File: src/rtl/dma_mem_arb_if.sv
// -----------------------------------------------------------------------------
// dma_mem_arb_if
//   Bundles every bus signal around the DMA/Wishbone memory arbiter:
//   - WB side   : wb_addr, wb_data_i, wb_we, wb_en  -> arbiter
//                 wb_data_o, wb_ack                 <- arbiter
//   - DMA side  : dma_addr, dma_data_i, dma_we, dma_en -> arbiter (channel i
//                 occupies slice i of each packed vector)
//                 dma_grant, dma_data_o, dma_read_ack  <- arbiter
//   - Memory    : mem_stb, mem_we, mem_sel, mem_addr, mem_wdata <- arbiter
//                 mem_rdata                                     -> arbiter
//   Modports:
//   - slave  : the arbiter itself (serves WB/DMA requesters, drives memory)
//   - master : the surrounding system (requesters plus the memory model)
// -----------------------------------------------------------------------------
interface dma_mem_arb_if #(
  parameter int DW  = 32,
  parameter int AW  = 32,
  parameter int NCH = 2
) ();

  // Wishbone requester
  logic [AW-1:0]     wb_addr;
  logic [DW-1:0]     wb_data_i;
  logic [DW/8-1:0]   wb_we;
  logic              wb_en;
  logic [DW-1:0]     wb_data_o;
  logic              wb_ack;

  // DMA channels
  logic [NCH*AW-1:0] dma_addr;
  logic [NCH*DW-1:0] dma_data_i;
  logic [NCH-1:0]    dma_we;
  logic [NCH-1:0]    dma_en;
  logic [NCH-1:0]    dma_grant;
  logic [DW-1:0]     dma_data_o;
  logic [NCH-1:0]    dma_read_ack;

  // Memory command / return
  logic              mem_stb;
  logic              mem_we;
  logic [DW/8-1:0]   mem_sel;
  logic [AW-1:0]     mem_addr;
  logic [DW-1:0]     mem_wdata;
  logic [DW-1:0]     mem_rdata;

  modport slave (
    input  wb_addr, wb_data_i, wb_we, wb_en,
    output wb_data_o, wb_ack,
    input  dma_addr, dma_data_i, dma_we, dma_en,
    output dma_grant, dma_data_o, dma_read_ack,
    output mem_stb, mem_we, mem_sel, mem_addr, mem_wdata,
    input  mem_rdata
  );

  modport master (
    output wb_addr, wb_data_i, wb_we, wb_en,
    input  wb_data_o, wb_ack,
    output dma_addr, dma_data_i, dma_we, dma_en,
    input  dma_grant, dma_data_o, dma_read_ack,
    input  mem_stb, mem_we, mem_sel, mem_addr, mem_wdata,
    output mem_rdata
  );

endinterface : dma_mem_arb_if

File: src/rtl/dma_mem_arb.sv
// -----------------------------------------------------------------------------
// dma_mem_arb
//   Arbitrates one fully pipelined memory port between a Wishbone requester
//   and NCH DMA channels. At most one command issues per cycle; mem_stb marks
//   exactly the grant cycles.
//
//   Priority each cycle (purely combinational on current requests):
//     1. WB, if eligible and it has waited WB_MAX_WAIT cycles (starvation)
//     2. DMA channels, round-robin starting at the RR pointer
//     3. WB, if eligible
//   WB is eligible when wb_en=1 and no WB read is outstanding.
//
//   Reads are tracked by an RD_LAT-deep tag pipeline of {valid, source id};
//   id NCH means WB. When a tag leaves the pipeline the matching ack pulses
//   and mem_rdata is presented on both read-data outputs.
//
//   Ports:
//     clk    - clock
//     rst_n  - asynchronous active-low reset; also gates all grants
//     bus    - dma_mem_arb_if.slave (WB, DMA and memory signals)
// -----------------------------------------------------------------------------
module dma_mem_arb #(
  parameter int DW          = 32,
  parameter int AW          = 32,
  parameter int NCH         = 2,
  parameter int RD_LAT      = 10,
  parameter int WB_MAX_WAIT = 4
) (
  input  logic          clk,
  input  logic          rst_n,
  dma_mem_arb_if.slave  bus
);

  localparam int SW  = DW / 8;
  localparam int IDW = $clog2(NCH + 1);
  localparam int PW  = (NCH > 1) ? $clog2(NCH) : 1;
  localparam int CW  = $clog2(WB_MAX_WAIT + 1);

  localparam logic [IDW-1:0] WB_ID    = IDW'(NCH);
  localparam logic [CW-1:0]  STARVE_MAX = CW'(WB_MAX_WAIT);

  // WB read tracking: a single read may be in flight at a time.
  typedef enum logic {
    WB_IDLE    = 1'b0,
    WB_RD_PEND = 1'b1
  } wb_state_e;

  // ---------------------------------------------------------------------------
  // State
  // ---------------------------------------------------------------------------
  wb_state_e         wb_state_q, wb_state_d;
  logic [PW-1:0]     rr_q, rr_d;
  logic [CW-1:0]     starve_q, starve_d;
  logic [RD_LAT-1:0] tag_v_q, tag_v_d;
  logic [IDW-1:0]    tag_id_q [RD_LAT];
  logic [IDW-1:0]    tag_id_d [RD_LAT];

  // ---------------------------------------------------------------------------
  // Arbitration
  // ---------------------------------------------------------------------------
  logic          dma_hit;
  logic [PW-1:0] dma_idx;
  logic [PW-1:0] cand;
  logic          wb_elig;
  logic          wb_urgent;
  logic          wb_is_rd;
  logic          grant_wb;
  logic          grant_dma;

  // Round-robin search: the first asserted request at or after rr_q wins.
  always_comb begin
    // NOTE: every signal written here gets a value before any branch;
    // a path that leaves one unassigned would infer a latch.
    dma_hit = 1'b0;
    dma_idx = '0;
    cand    = '0;
    for (int off = 0; off < NCH; off++) begin
      cand = PW'((int'(rr_q) + off) % NCH);
      if (!dma_hit && bus.dma_en[cand]) begin
        dma_hit = 1'b1;
        dma_idx = cand;
      end
    end
  end

  assign wb_elig   = bus.wb_en && (wb_state_q == WB_IDLE);
  assign wb_urgent = wb_elig && (starve_q == STARVE_MAX);
  assign wb_is_rd  = (bus.wb_we == '0);

  // Reset gates the grants so nothing issues while rst_n is low, even if
  // requesters keep their enables asserted.
  assign grant_wb  = rst_n && (wb_urgent || (wb_elig && !dma_hit));
  assign grant_dma = rst_n && !wb_urgent && dma_hit;

  // ---------------------------------------------------------------------------
  // Memory command and grant outputs
  // ---------------------------------------------------------------------------
  logic           push_v;
  logic [IDW-1:0] push_id;

  always_comb begin
    bus.mem_stb   = 1'b0;
    bus.mem_we    = 1'b0;
    bus.mem_sel   = '0;
    bus.mem_addr  = '0;
    bus.mem_wdata = '0;
    bus.dma_grant = '0;
    push_v        = 1'b0;
    push_id       = '0;

    if (grant_dma) begin
      bus.dma_grant[dma_idx] = 1'b1;
      bus.mem_stb            = 1'b1;
      bus.mem_we             = bus.dma_we[dma_idx];
      bus.mem_sel            = '1;
      bus.mem_addr           = bus.dma_addr[int'(dma_idx)*AW +: AW];
      bus.mem_wdata          = bus.dma_data_i[int'(dma_idx)*DW +: DW];
      push_v                 = !bus.dma_we[dma_idx];
      push_id                = IDW'(dma_idx);
    end else if (grant_wb) begin
      bus.mem_stb   = 1'b1;
      bus.mem_we    = |bus.wb_we;
      // A WB read has no byte enables of its own; fetch the whole word.
      bus.mem_sel   = wb_is_rd ? {SW{1'b1}} : bus.wb_we;
      bus.mem_addr  = bus.wb_addr;
      bus.mem_wdata = bus.wb_data_i;
      push_v        = wb_is_rd;
      push_id       = WB_ID;
    end
  end

  // ---------------------------------------------------------------------------
  // Read return
  // ---------------------------------------------------------------------------
  logic           ret_v;
  logic [IDW-1:0] ret_id;
  logic           wb_ret;

  assign ret_v  = tag_v_q[RD_LAT-1];
  assign ret_id = tag_id_q[RD_LAT-1];
  assign wb_ret = ret_v && (ret_id == WB_ID);

  // Writes complete at issue; reads complete when their tag emerges.
  assign bus.wb_ack     = (grant_wb && !wb_is_rd) || wb_ret;
  assign bus.wb_data_o  = bus.mem_rdata;
  assign bus.dma_data_o = bus.mem_rdata;

  always_comb begin
    bus.dma_read_ack = '0;
    for (int i = 0; i < NCH; i++) begin
      bus.dma_read_ack[i] = ret_v && (ret_id == IDW'(i));
    end
  end

  // ---------------------------------------------------------------------------
  // Next-state logic
  // ---------------------------------------------------------------------------
  always_comb begin
    wb_state_d = wb_state_q;
    case (wb_state_q)
      WB_IDLE:    if (grant_wb && wb_is_rd) wb_state_d = WB_RD_PEND;
      WB_RD_PEND: if (wb_ret)               wb_state_d = WB_IDLE;
      default:                              wb_state_d = WB_IDLE;
    endcase
  end

  always_comb begin
    rr_d = rr_q;
    if (grant_dma) begin
      rr_d = (dma_idx == PW'(NCH - 1)) ? '0 : dma_idx + 1'b1;
    end
  end

  // The counter only moves while WB is eligible and losing; while a WB read
  // is outstanding it simply holds.
  always_comb begin
    starve_d = starve_q;
    if (!bus.wb_en || grant_wb) begin
      starve_d = '0;
    end else if (wb_elig && (starve_q != STARVE_MAX)) begin
      starve_d = starve_q + 1'b1;
    end
  end

  // Tag pipeline advances every cycle; stage 0 captures this cycle's read.
  always_comb begin
    tag_v_d     = '0;
    tag_v_d[0]  = push_v;
    tag_id_d[0] = push_id;
    for (int s = 1; s < RD_LAT; s++) begin
      tag_v_d[s]  = tag_v_q[s-1];
      tag_id_d[s] = tag_id_q[s-1];
    end
  end

  // ---------------------------------------------------------------------------
  // Registers
  // ---------------------------------------------------------------------------
  // NOTE: sequential state uses non-blocking assignment so every flop samples
  // the pre-edge value of every other flop, independent of statement order.
  always_ff @(posedge clk or negedge rst_n) begin
    if (!rst_n) begin
      wb_state_q <= WB_IDLE;
      rr_q       <= '0;
      starve_q   <= '0;
      tag_v_q    <= '0;
    end else begin
      wb_state_q <= wb_state_d;
      rr_q       <= rr_d;
      starve_q   <= starve_d;
      tag_v_q    <= tag_v_d;
    end
  end

  // NOTE: the id payload has no reset; clearing the valid bits is enough to
  // discard in-flight reads, and leaving the ids unreset keeps them plain
  // flops without a reset net.
  always_ff @(posedge clk) begin
    tag_id_q <= tag_id_d;
  end

endmodule : dma_mem_arb

File: src/flat_wrapper.sv
// flat-port wrapper written by rule: the top's interface ports become plain ports
module dma_mem_arb_flat 
#(
  parameter int DW          = 32,
  parameter int AW          = 32,
  parameter int NCH         = 2,
  parameter int RD_LAT      = 10,
  parameter int WB_MAX_WAIT = 4
)
  (clk, rst_n, bus_wb_addr, bus_wb_data_i, bus_wb_we, bus_wb_en, bus_wb_data_o, bus_wb_ack, bus_dma_addr, bus_dma_data_i, bus_dma_we, bus_dma_en, bus_dma_grant, bus_dma_data_o, bus_dma_read_ack, bus_mem_stb, bus_mem_we, bus_mem_sel, bus_mem_addr, bus_mem_wdata, bus_mem_rdata);
  dma_mem_arb_if #(.DW(DW), .AW(AW), .NCH(NCH)) bus_i ();
  input  logic clk;
  input  logic rst_n;
  input wire logic [$bits(bus_i.wb_addr)-1:0] bus_wb_addr;
  input wire logic [$bits(bus_i.wb_data_i)-1:0] bus_wb_data_i;
  input wire logic [$bits(bus_i.wb_we)-1:0] bus_wb_we;
  input wire logic [$bits(bus_i.wb_en)-1:0] bus_wb_en;
  output wire logic [$bits(bus_i.wb_data_o)-1:0] bus_wb_data_o;
  output wire logic [$bits(bus_i.wb_ack)-1:0] bus_wb_ack;
  input wire logic [$bits(bus_i.dma_addr)-1:0] bus_dma_addr;
  input wire logic [$bits(bus_i.dma_data_i)-1:0] bus_dma_data_i;
  input wire logic [$bits(bus_i.dma_we)-1:0] bus_dma_we;
  input wire logic [$bits(bus_i.dma_en)-1:0] bus_dma_en;
  output wire logic [$bits(bus_i.dma_grant)-1:0] bus_dma_grant;
  output wire logic [$bits(bus_i.dma_data_o)-1:0] bus_dma_data_o;
  output wire logic [$bits(bus_i.dma_read_ack)-1:0] bus_dma_read_ack;
  output wire logic [$bits(bus_i.mem_stb)-1:0] bus_mem_stb;
  output wire logic [$bits(bus_i.mem_we)-1:0] bus_mem_we;
  output wire logic [$bits(bus_i.mem_sel)-1:0] bus_mem_sel;
  output wire logic [$bits(bus_i.mem_addr)-1:0] bus_mem_addr;
  output wire logic [$bits(bus_i.mem_wdata)-1:0] bus_mem_wdata;
  input wire logic [$bits(bus_i.mem_rdata)-1:0] bus_mem_rdata;
  assign bus_i.wb_addr = bus_wb_addr;
  assign bus_i.wb_data_i = bus_wb_data_i;
  assign bus_i.wb_we = bus_wb_we;
  assign bus_i.wb_en = bus_wb_en;
  assign bus_wb_data_o = bus_i.wb_data_o;
  assign bus_wb_ack = bus_i.wb_ack;
  assign bus_i.dma_addr = bus_dma_addr;
  assign bus_i.dma_data_i = bus_dma_data_i;
  assign bus_i.dma_we = bus_dma_we;
  assign bus_i.dma_en = bus_dma_en;
  assign bus_dma_grant = bus_i.dma_grant;
  assign bus_dma_data_o = bus_i.dma_data_o;
  assign bus_dma_read_ack = bus_i.dma_read_ack;
  assign bus_mem_stb = bus_i.mem_stb;
  assign bus_mem_we = bus_i.mem_we;
  assign bus_mem_sel = bus_i.mem_sel;
  assign bus_mem_addr = bus_i.mem_addr;
  assign bus_mem_wdata = bus_i.mem_wdata;
  assign bus_i.mem_rdata = bus_mem_rdata;
  dma_mem_arb #(.DW(DW), .AW(AW), .NCH(NCH), .RD_LAT(RD_LAT), .WB_MAX_WAIT(WB_MAX_WAIT)) u_core (.clk(clk), .rst_n(rst_n), .bus(bus_i));
endmodule
File: config.mk
export PLATFORM = sky130hd
export DESIGN_NAME = dma_mem_arb_flat
export DESIGN_NICKNAME = d
export VERILOG_FILES = /design/src/rtl/dma_mem_arb_if.sv /design/src/rtl/dma_mem_arb.sv /design/src/flat_wrapper.sv
export SDC_FILE = /design/constraint.sdc
export NUM_CORES = 1
export LEC_CHECK = 0
export BUFFER_PORTS_ARGS = -buffer_cell sky130_fd_sc_hd__buf_4
export CORE_AREA = 2 2 147 149
export CTS_BUF_LIST = sky130_fd_sc_hd__clkbuf_16
export CTS_CLUSTER_SIZE = 28
export DETAILED_ROUTE_END_ITERATION = 12
export DIE_AREA = 0 0 149 151
export HOLD_SLACK_MARGIN = 0.08
export SLEW_MARGIN = 20
export SYNTH_ARGS = -nofsm -noshare
export SYNTH_HDL_FRONTEND = slang
export SYNTH_SLANG_ARGS = --single-unit
export TNS_END_PERCENT = 10
File: constraint.sdc
create_clock -name clk -period 6.5 [get_ports clk]
set_input_delay 1.3 -clock clk [delete_from_list [all_inputs] [get_ports clk]]
set_output_delay 1.3 -clock clk [all_outputs]
set_load 0.01 [all_outputs]
==> summary.txt <==
Run status
  • Status: finished clean

Clock tree
  • Clock buffers created by TritonCTS: 5
  • Post-CTS Resized: 0
  • Clock sink count: 35
  • TritonCTS clock tree: built
  • H-tree Lvls: 2
  • Reg clk slew, reported paths: about 0.05 ns
  • Worst skew pair latency: 0.27 ns
  • Clock Root Buffer: clkbuf_16
  • Post-CTS setup buffers: 0
  • Hold bufs inserted after CTS: 0
  • Clock Path Buffers: 2

Layout
  • Layout net count: approximately 740
  • Final std cells w/o fill: 777
  • Proportion of layout cells with a drive suffix above 1: 0.593
  • Layout fillers: 2325
  • Post-route cell area: about 0.005 mm^2
  • Layout area overhead: 66.2%

Floorplanning
  • Die height: about 150 um
  • Total core area: ~0.021 mm^2
  • Die area: around 0.022 mm^2
  • # IOs: roughly 370
  • Initial Util: 0.143
  • Die X-Extent: between 100 and 150 um
  • # rows: 53

Worst setup path
  • Crit path cell chain: buf_4 -> nor2b_4 -> buf_4 -> nor4b_1 -> a221o_1 -> buf_4
  • CP Buf/Inv Count: 3
  • WP data required: roughly 5.2 ns
  • Largest stage delay, worst path: between 0.8 and 0.9 ns
  • CP Class: in -> out
  • Peak fanout along the critical path: between 40 and 50
  • Slowest CP cell: nor2b_4
  • Crit path top cell by count: buf_4
  • Delay-heaviest family, CP: simple AND/OR/NAND/NOR gates
  • Critical path launch point type: input port
  • WP data arrival: around 3.3 ns
  • Crit end category: output port

Timing
  • Post-Route Setup TNS: 0 ns
  • Fin crit share: 0.713
  • Final hold vios: 0
  • Final clock skew: between 0.003 and 0.004 ns
  • Final number of setup-violating endpoints: 0
  • Relative slew margins: 0.305
  • Tightest Pin Transition: 1.04 ns
  • Max Slew Vio Count: 0
  • Final min period: approximately 4.6 ns
  • Fmax: 216 MHz
  • RSZ-0062 raised after global routing: no
  • Final Hold Slack: 0.320 ns

Synth
  • #FFs+latches synth: 35
  • Post-synth cell types: 33
  • Post-Syn Nets: ~550
  • Synth Instances: 310
  • Yosys warns: 0
  • Share of synthesized area occupied by flip-flops and latches: 0.261
  • Synth Area per Inst: between 9 and 10 um^2
  • Area of the mapped netlist: 0.00297 mm^2

Placed design
  • Placed insts: about 770
  • GP Congestion: ~0.79
  • Final HPWL DP: 10.4 mm
  • Placed Area: ~0.0048 mm^2
  • # port buffers: around 280

Route
  • Initial DRC count: 172
  • Via count: ~3400
  • WL/cell: approximately 17 um
  • ANT nets after route: 0
  • Post-Route WL: roughly 13 mm
  • Drc violations: 0
  • Pre-antenna DRT Iters: 4
  • Vias/cell: 4.36

Power and ir drop
  • Leakage Power: around 0.0023 uW
  • VDD IR-drop max: 0.0000787 V
  • Pwr dens: between 100 and 150 mW/mm^2

Global routing
  • Gr usage total: 0.107
  • Largest net degree at the start of global routing: 42
  • Vias in the first global route: between 3000 and 4000
  • Total gr overflow: 0
  • First-pass GRT wire length: approximately 19 mm
  • Initial antenna violation count: 1

Hold path
  • Worst min-delay path class: reg -> reg

Run
  • Max_cap viols: 0
-- cell usage in the layout (no fill, tap or decap), types with 3 or more instances in the layout --
cell	instances
inv_1	6
nor3_1	3
dfxtp_1	20
buf_4	284
clkbuf_16	5
o2bb2ai_1	5
dfrtp_1	15
a221o_1	65
nor4b_1	66
-- cell families after synthesis --
logic type                 after synthesis  share of synthesized area
AOI/OAI and AO/OA                       77                      0.250
xor gates and xnor gates                 1                    0.00295
adders and majority gates                2                    0.00842
buffers and inverters                  108                      0.233
DFF                                     35                      0.261
muxes                                    1                    0.00379
and+or+nand+nor                         86                      0.241
-- cell type report --
type	count	area (um^2)	share of cell area
clock inverter	3	15.0	0.00304
antenna	1	2.50	0.000507
sequential	35	776	0.157
multi-input combinational	167	1520	0.307
timing repair buffer	284	2130	0.432
tap	275	344	0.0697
clock buffer	5	125	0.0253
inverter	7	26.3	0.00532
-- layer usage --
| metal | vias up | wire length (um) | global-route usage |
|---|---|---|---|
| met5 | - | 0 | 0 |
| met3 | 14 | 1240 | 0.0319 |
| li1 | 1575 | - | - |
| met1 | 1603 | 5240 | 0.130 |
| met2 | 199 | 6620 | 0.189 |
| met4 | 0 | 138 | 0.0171 |
-- worst paths after layout --
path	from	to	slack, ns	depth (start not counted)
worst max-delay path	bus_dma_en[0]	bus_mem_addr[2]	1.86	6
worst min-delay path	u_core.tag_id_d[0]	u_core.ret_id[0]	0.32	0
worst max register to register	u_core.rr_q	u_core.tag_v_q[0]	4.10	4
worst min register to register	u_core.tag_id_d[0]	u_core.ret_id[0]	0.32	0
max in group asynchronous	rst_n	u_core.tag_v_q[4]	5.42	1
min in group asynchronous	rst_n	u_core.tag_v_q[9]	0.88	1
-- sequential cells by signal, summed over array words and instances (netlist names) --
name               cells
u_core.rr_q            1
u_core.starve_q        3
u_core.ret_id          2
u_core.tag_id_d       18
u_core.tag_v_q        10
u_core.wb_state_q      1
-- where the power goes --
part	internal (uW)	switching, uW	total (uW)
clock	140	81.5	221
combinational	163	110	273
sequential	227	4.33	232
total	529	196	725
-- synthesized netlist by cell type, drive strengths merged --
library cell,instances,share of area
clkbuf,25,0.032
nand3,1,0.0017
nand2,3,0.0038
a221o,65,0.22
o2bb2ai,5,0.015
xnor2,1,0.0029
o21ai,2,0.0034
nor4bb,1,0.0034
buf,76,0.19
inv,6,0.0076
dfxtp,20,0.13
ha,2,0.0084
nor2,2,0.0025
mux2,1,0.0038
nand3b,1,0.0025
a21oi,2,0.0034
nor4,1,0.0021
nor2b,2,0.0042
and4b,1,0.0034
o32a,1,0.0034
nor3,3,0.0051
nor4b,67,0.20
clkinv,1,0.0013
and3b,1,0.0029
a2bb2oi,1,0.0029
a2111oi,1,0.0034
nor3b,1,0.0025
and3,2,0.0042
dfrtp,15,0.13
-- through the flow --
stage / utilization / power (uW) / setup slack, ns
finish: 0.237 / 725 / 1.86
global route: 0.237 / 763 / 1.74
CTS: 0.237 / 736 / 1.84
detailed placement: 0.230 / 510 / 1.84
global placement: 0.230 / 509 / 1.82
floorplan: - / 382 / 2.80
Note: power is estimated with default switching activity, not from simulation.
